## src/rtl/sram_controller.sv

```systemverilog
// sram_controller: turns each 32-bit MEM-stage load/store into two sequenced
// 16-bit accesses to an asynchronous SRAM (low halfword first), holding
// o_Ready low to freeze the pipeline until the transaction completes.
module sram_controller #(
  parameter int unsigned SRAM_WAIT_CYCLES = 1
) (
  input  logic        clk,
  input  logic        reset,
  input  logic        i_Read_Enable,
  input  logic        i_Write_Enable,
  input  logic [31:0] i_Address,
  input  logic [31:0] i_Write_Data,
  output logic [31:0] o_Read_Data,
  output logic        o_Ready,
  output logic [17:0] o_SRAM_Address,
  output logic [15:0] o_SRAM_Dq_Out,
  output logic        o_SRAM_Dq_Oe,
  input  logic [15:0] i_SRAM_Dq_In,
  output logic        o_SRAM_We_N,
  output logic        o_SRAM_Oe_N,
  output logic        o_SRAM_Ce_N
);

  localparam int unsigned CW = $clog2(SRAM_WAIT_CYCLES) + 1;
  localparam logic [CW-1:0] CNT_LAST = CW'(SRAM_WAIT_CYCLES - 1);
  localparam logic [CW-1:0] CNT_ONE  = CW'(1);

  typedef enum logic [1:0] {
    IDLE = 2'd0,
    LOW  = 2'd1,
    HIGH = 2'd2,
    DONE = 2'd3
  } state_t;

  state_t        state;
  state_t        state_next;
  logic [CW-1:0] cnt;
  logic [CW-1:0] cnt_next;

  logic          request;
  logic          last;
  logic [31:0]   addr_off;

  logic          is_write;
  logic [16:0]   word;
  logic [31:0]   wdata;
  logic [15:0]   rdata_lo;

  assign request  = i_Read_Enable | i_Write_Enable;
  assign last     = (cnt == CNT_LAST);
  // Data region starts at byte 1024; lower addresses wrap modulo 2^32.
  assign addr_off = i_Address - 32'd1024;

  // State and wait-counter register
  always_ff @(posedge clk or posedge reset) begin
    if (reset) begin
      state <= IDLE;
      cnt   <= '0;
    end else begin
      state <= state_next;
      cnt   <= cnt_next;
    end
  end

  // Next-state and wait-counter sequencing
  always_comb begin
    state_next = state;
    cnt_next   = cnt;
    case (state)
      IDLE: begin
        if (request) begin
          state_next = LOW;
          cnt_next   = '0;
        end
      end
      LOW: begin
        if (last) begin
          state_next = HIGH;
          cnt_next   = '0;
        end else begin
          cnt_next = cnt + CNT_ONE;
        end
      end
      HIGH: begin
        if (last) begin
          state_next = DONE;
          cnt_next   = '0;
        end else begin
          cnt_next = cnt + CNT_ONE;
        end
      end
      DONE: begin
        state_next = IDLE;
        cnt_next   = '0;
      end
      default: begin
        state_next = IDLE;
        cnt_next   = '0;
      end
    endcase
  end

  // SRAM strobes, bus drive and pipeline stall, decoded from state only so
  // that an asynchronous reset releases the SRAM without waiting for a clock
  always_comb begin
    o_Ready        = 1'b1;
    o_SRAM_Address = '0;
    o_SRAM_Dq_Out  = '0;
    o_SRAM_Dq_Oe   = 1'b0;
    o_SRAM_We_N    = 1'b1;
    o_SRAM_Oe_N    = 1'b1;
    o_SRAM_Ce_N    = 1'b1;
    case (state)
      IDLE: begin
        o_Ready = ~request;
      end
      LOW: begin
        o_Ready        = 1'b0;
        o_SRAM_Ce_N    = 1'b0;
        o_SRAM_Address = {word, 1'b0};
        o_SRAM_We_N    = ~is_write;
        o_SRAM_Oe_N    = is_write;
        o_SRAM_Dq_Oe   = is_write;
        o_SRAM_Dq_Out  = is_write ? wdata[15:0] : '0;
      end
      HIGH: begin
        o_Ready        = 1'b0;
        o_SRAM_Ce_N    = 1'b0;
        o_SRAM_Address = {word, 1'b1};
        o_SRAM_We_N    = ~is_write;
        o_SRAM_Oe_N    = is_write;
        o_SRAM_Dq_Oe   = is_write;
        o_SRAM_Dq_Out  = is_write ? wdata[31:16] : '0;
      end
      DONE: begin
        o_Ready = 1'b1;
      end
      default: begin
        o_Ready = 1'b1;
      end
    endcase
  end

  // Request latches: captured once in IDLE so mid-transaction input changes
  // cannot disturb the SRAM access
  always_ff @(posedge clk or posedge reset) begin
    if (reset) begin
      is_write <= 1'b0;
      word     <= '0;
      wdata    <= '0;
    end else if (state == IDLE && request) begin
      is_write <= i_Write_Enable;
      word     <= 17'(addr_off >> 2);
      wdata    <= i_Write_Data;
    end
  end

  // Read assembly: the low half is held internally and the upper half is
  // merged straight into o_Read_Data on the edge into DONE, so an aborted
  // load never leaves a half-updated result visible
  always_ff @(posedge clk or posedge reset) begin
    if (reset) begin
      rdata_lo    <= '0;
      o_Read_Data <= '0;
    end else begin
      if (state == LOW && last && !is_write) begin
        rdata_lo <= i_SRAM_Dq_In;
      end
      if (state == HIGH && last && !is_write) begin
        o_Read_Data <= {i_SRAM_Dq_In, rdata_lo};
      end
    end
  end

endmodule
```

## config.mk

```make
export PLATFORM = sky130hd
export DESIGN_NAME = sram_controller
export DESIGN_NICKNAME = d
export VERILOG_FILES = /design/src/rtl/sram_controller.sv
export SDC_FILE = /design/constraint.sdc
export NUM_CORES = 1
export LEC_CHECK = 0
export ABC_AREA = 1
export BUFFER_PORTS_ARGS = -buffer_cell sky130_fd_sc_hd__buf_4
export CAP_MARGIN = 20
export CELL_PAD_IN_SITES_DETAIL_PLACEMENT = 0
export CELL_PAD_IN_SITES_GLOBAL_PLACEMENT = 1
export CORE_MARGIN = 10
export CORE_UTILIZATION = 40
export CTS_BUF_LIST = sky130_fd_sc_hd__clkbuf_2
export DETAILED_ROUTE_END_ITERATION = 8
export GPL_ROUTABILITY_DRIVEN = 0
export PLACE_DENSITY_LB_ADDON = 0.1
export REMOVE_ABC_BUFFERS = 1
export SYNTH_ARGS = -nofsm -noshare
export SYNTH_HDL_FRONTEND = slang
export SYNTH_SLANG_ARGS = --single-unit
```

## constraint.sdc

```tcl
create_clock -name clk -period 4.28 [get_ports clk]
set_input_delay 0.214 -clock clk [delete_from_list [all_inputs] [get_ports clk]]
set_output_delay 0.214 -clock clk [all_outputs]
set_load 0.01 [all_outputs]
```

# After elaboration in Yosys (flattened, before gate mapping)
# Cells that the tools add are included.
dict set report totals {
  register_bits 101
  input_bits 84
  out_inout_bits 71
  elab_cells 44
}
dict set report op_classes {
  add_sub_neg 2
  n_eq_ne 6
  mux 16
  bitwise 4
  n_reduce_logical 9
}
# operator n
set op_table {}
lappend op_table {{case mux 18 bit (2 select lines)} 1}
lappend op_table {{2-to-1 mux 16 bit} 2}
lappend op_table {{case mux 16 bit (2 select lines)} 1}
lappend op_table {{subtractor 19 x 11 -> 19 bit, second input constant} 1}
lappend op_table {{case mux 2 bit (4 select lines)} 1}
lappend op_table {{2-to-1 mux 1 bit} 6}
lappend op_table {{2-to-1 mux 2 bit} 3}
lappend op_table {{inequality test 2 bit, second input constant} 3}
lappend op_table {{case mux 1 bit (3 select lines)} 2}
lappend op_table {{logical AND 1 bit} 5}
lappend op_table {{== test 2 bit, second input constant} 2}
lappend op_table {{inverter 1 bit} 3}
lappend op_table {{AND reduction 3 bit} 1}
lappend op_table {{== test 2 x 1 -> 1 bit, second input constant} 1}
lappend op_table {{logical NOT 2 bit} 1}
lappend op_table {{OR reduction 2 bit} 1}
lappend op_table {{adder 1 bit, second input constant} 1}
lappend op_table {{logical NOT 1 bit} 1}
lappend op_table {{OR 1 bit} 1}

# Longest topological paths before layout
dict set report logic_depth {
  depth_word 3
  mapped_depth 8
  ltp_nobuf 8
}

# Worst setup path after synthesis
# No wires, ideal clock.
dict set report synth_timing {
  path_kind {reg2out}
  start {register state[0]}
  end {output o_SRAM_Dq_Out[10]}
  arrival_time_ns 1.353
  required_ns 4.066
  setup_slack_ns 2.713
  path_stages_with_launch 6
  path_buffers 1
  path_cell_list {dfrtp_1 inv_1 ha_1 nand2_2 buf_2 a21oi_1}
}
dict set report synth_via {
  elab_chain_cells 2
}
# element line
set synth_rtl {}
lappend synth_rtl {{from (decl)} 35} ;# state_t state;
lappend synth_rtl {{from (signal assigned)} 60} ;# state <= state_next;
lappend synth_rtl {{== test 2 bit or == test 2 x 1 -> 1 bit (tied branches)} 113} ;# case (state)
lappend synth_rtl {{case mux 16 bit (2 select lines) *} 113}
lappend synth_rtl {{to (decl)} 16} ;# output logic [15:0] o_SRAM_Dq_Out,
# Mark *: on every way between the ends. The rest lies on a longest branch, timed or not.

# Worst setup path in the final report
dict set report layout_timing {
  start {input i_Write_Enable}
  end {output o_Ready}
}
dict set report layout_via {
  elab_chain_cells 3
}
# element line
set layout_rtl {}
lappend layout_rtl {{from (decl)} 10} ;# input logic i_Write_Enable,
lappend layout_rtl {{OR 1 bit} 49} ;# assign request = i_Read_Enable | i_Write_Enable;
lappend layout_rtl {{inverter 1 bit} 115} ;# o_Ready = ~request;
lappend layout_rtl {{case mux 1 bit (3 select lines)} 113}
lappend layout_rtl {{to (decl)} 14} ;# output logic o_Ready,
# No other way between the ends.

==> reports/qor.yml <==
status: "finished, final reports clean"
synth_top_area_share_pct: 56.26
final_cell_mix: "197 x nand2_1, 140 x buf_4, 100 x dfrtp_1, 70 x dlygate4sd3_1, 48 x inv_1"
wl_um: 12090
cts_tree: "yes"
drv_cap: 0
worstSetupEndpoint: "o_Ready"
min_period_over_period_pct: 74.73
synth_seq_cells: 100
period_minus_slack_ps: 3198
hold_ws_ps: 262.5
grt_pass1_wl_um: 19800
critPathLaunchType: "primary input"
rr_endpoint: "word[16]"
critPathMaxFanout: 60
vias: 3853
clock_path_buffers: 2
grt_usage_pct: 15.04
first_pass_iters: 8
drc_errors: 0
crit_required_ps: 4070
antenna_left: 0
final.setup.tns_ps: 0
crit-reg2reg-launch: "state[1]"
cts.repair.resized: 0
relSlewSlack_pct: 28.90
worstPathArrival_ps: 2980
cts_sinks: 100
regToRegSetupSlack_ps: 1400
cts-htree-levels: 3
ys_seq_area_share_pct: 56.26
initial_core_util_pct: 41.03
fin_nets: 792
setup_viol: 0
io-pin-count: 155
die_area_um2: 15740
slew_viol_final: 0
vias_per_cell: 4.544
path_clk_slew_ps: 260
tightest_slew_ps: 1062
critPathKind: "primary input to primary output"
dp_hpwl_um: 7775
die_w_um: 125.5
synthesis.area_um2: 4448
worst_hold_path_type: "primary input to asynchronous set/reset pin"
ir_drop_v: 0.0003324
clock_latency_ps: 550
fillCellCount: 993
postCtsSetupRepairBufs: 0
grt_max_degree: 61
synthTopCellsByArea: "dfrtp_1 56%, nand2_1 17%, mux2_4 5.4%"
dr.first_iter.drc_count: 213
yosysTopAreaCell: "dfrtp_1"
numCtsBuffers: 9
ys_warn_count: 0
fmax_mhz: 312.7
cp-startpoint: "i_Write_Enable"
cts-root-buf: "clkbuf_2"
fin_skew_ps: 26.51
netlist-cell-type-count: 22
area_growth_pct: 42.22
core_region_area_um2: 10840
final.setup.worst_slack_ps: 1082
first_global_vias: 3950
synthCells: 505
hold_viol_final: 0
final_common_cell: "nand2_1"
antenna_found_initial: 1
row_count: 38
wl_per_cell_um: 14.25
rsz0062_at_grt: "false"
gr-total-overflow: 0
fin_util_pct: 58.36
p_leak_uw: 0.003352
worstSetupEndpointType: "primary output"
fin_area_um2: 6326
syn_avg_cell_area_um2: 8.808
power_density_nw_per_um2: 644.1
io_buffer_count: 139
dieHeight_um: 125.5
place_area_um2: 5533
pre_cts_ws_ps: 1601
drive_gt1_share_pct: 25.18
r2r_cells: 7
==> logic make-up after synthesis <==
| family | Yosys count | synth area share (%) |
|---|---|---|
| flops | 100 | 56.26 |
| mux | 16 | 5.401 |
| buf+inv | 75 | 7.708 |
| simple gates | 236 | 20.42 |
| compound gates | 72 | 8.524 |
| fa+ha+maj | 6 | 1.688 |
==> where the power goes <==
| group | leakage (uW) | switching [uW] | internal (uW) | total, uW |
|---|---|---|---|---|
| registers | 0.00122 | 230 | 1410 | 1640 |
| clock network | 0.0000536 | 318 | 78.2 | 396 |
| logic | 0.00207 | 1110 | 925 | 2040 |
| total | 0.00335 | 1660 | 2410 | 4070 |
==> registers in the layout (all words and copies together) (netlist names) <==
name,cells
o_Read_Data,32
wdata,32
word,17
rdata_lo,16
state,2
is_write,1
==> worst max-delay path: stages <==
cell and delay [ps]:
dlygate4sd3_1 550, buf_4 160, o21ai_4 830, inv_2 700, nor2_1 340, buf_4 170
==> through the flow <==
step	total power, uW	cells
after global routing	4449	848
after floorplan	2799	481
after detailed placement	3693	761
after CTS	4152	846
after global placement	3646	761
final	4075	848
==> per-layer routing <==
layer / vias up / track usage, % / wire length (um)
li1: 1949 / - / -
met1: 1793 / 18.65 / 5295
met2: 103 / 23.24 / 5671
met3: 8 / 5.450 / 970
met4: 0 / 6.165 / 148
met5: - / 0 / 0
==> what timing repair did <==
item | in CTS | in global routing
hold endpoints to repair | 135 | 1
setup endpoints to repair | 0 | 0
hold buffers | 69 | 1
==> worst min path at each step <==
stage	from	endpoint	depth (start not counted)
floorplan	i_Write_Data[0]	wdata[0]	2
global route	reset	wdata[18]	3
detailed placement	reset	word[11]	2
CTS	i_Address[11]	word[9]	4
finish	reset	word[11]	3
global placement	reset	word[11]	2
==> cell usage after synthesis <==
cell / instances
buf_4: 1
o21ai_4: 1
a31oi_1: 1
nand2_2: 1
mux2_4: 16
buf_2: 16
o21ai_2: 1
a21oi_1: 16
or2_2: 1
o21bai_1: 1
inv_1: 49
nand3_1: 8
dfrtp_1: 100
buf_6: 5
nor2_1: 28
nand2_4: 1
o21ai_1: 17
clkbuf_1: 2
ha_1: 6
nand2_1: 197
o21ai_0: 35
inv_2: 2
==> layout make-up <==
cell class                      count  area [um2]  area share [%]
Clock buffer                       10       50.05          0.7911
Tap cell                          140       175.2           2.769
Clock inverter                      6       40.04          0.6329
Inverter                           51       193.9           3.066
Antenna cell                        1       2.502         0.03956
Sequential cell                   100        2502           39.56
Timing Repair Buffer              210        1752           27.69
Multi-Input combinational cell    330        1610           25.45
Power figures use the tool's default switching activity.
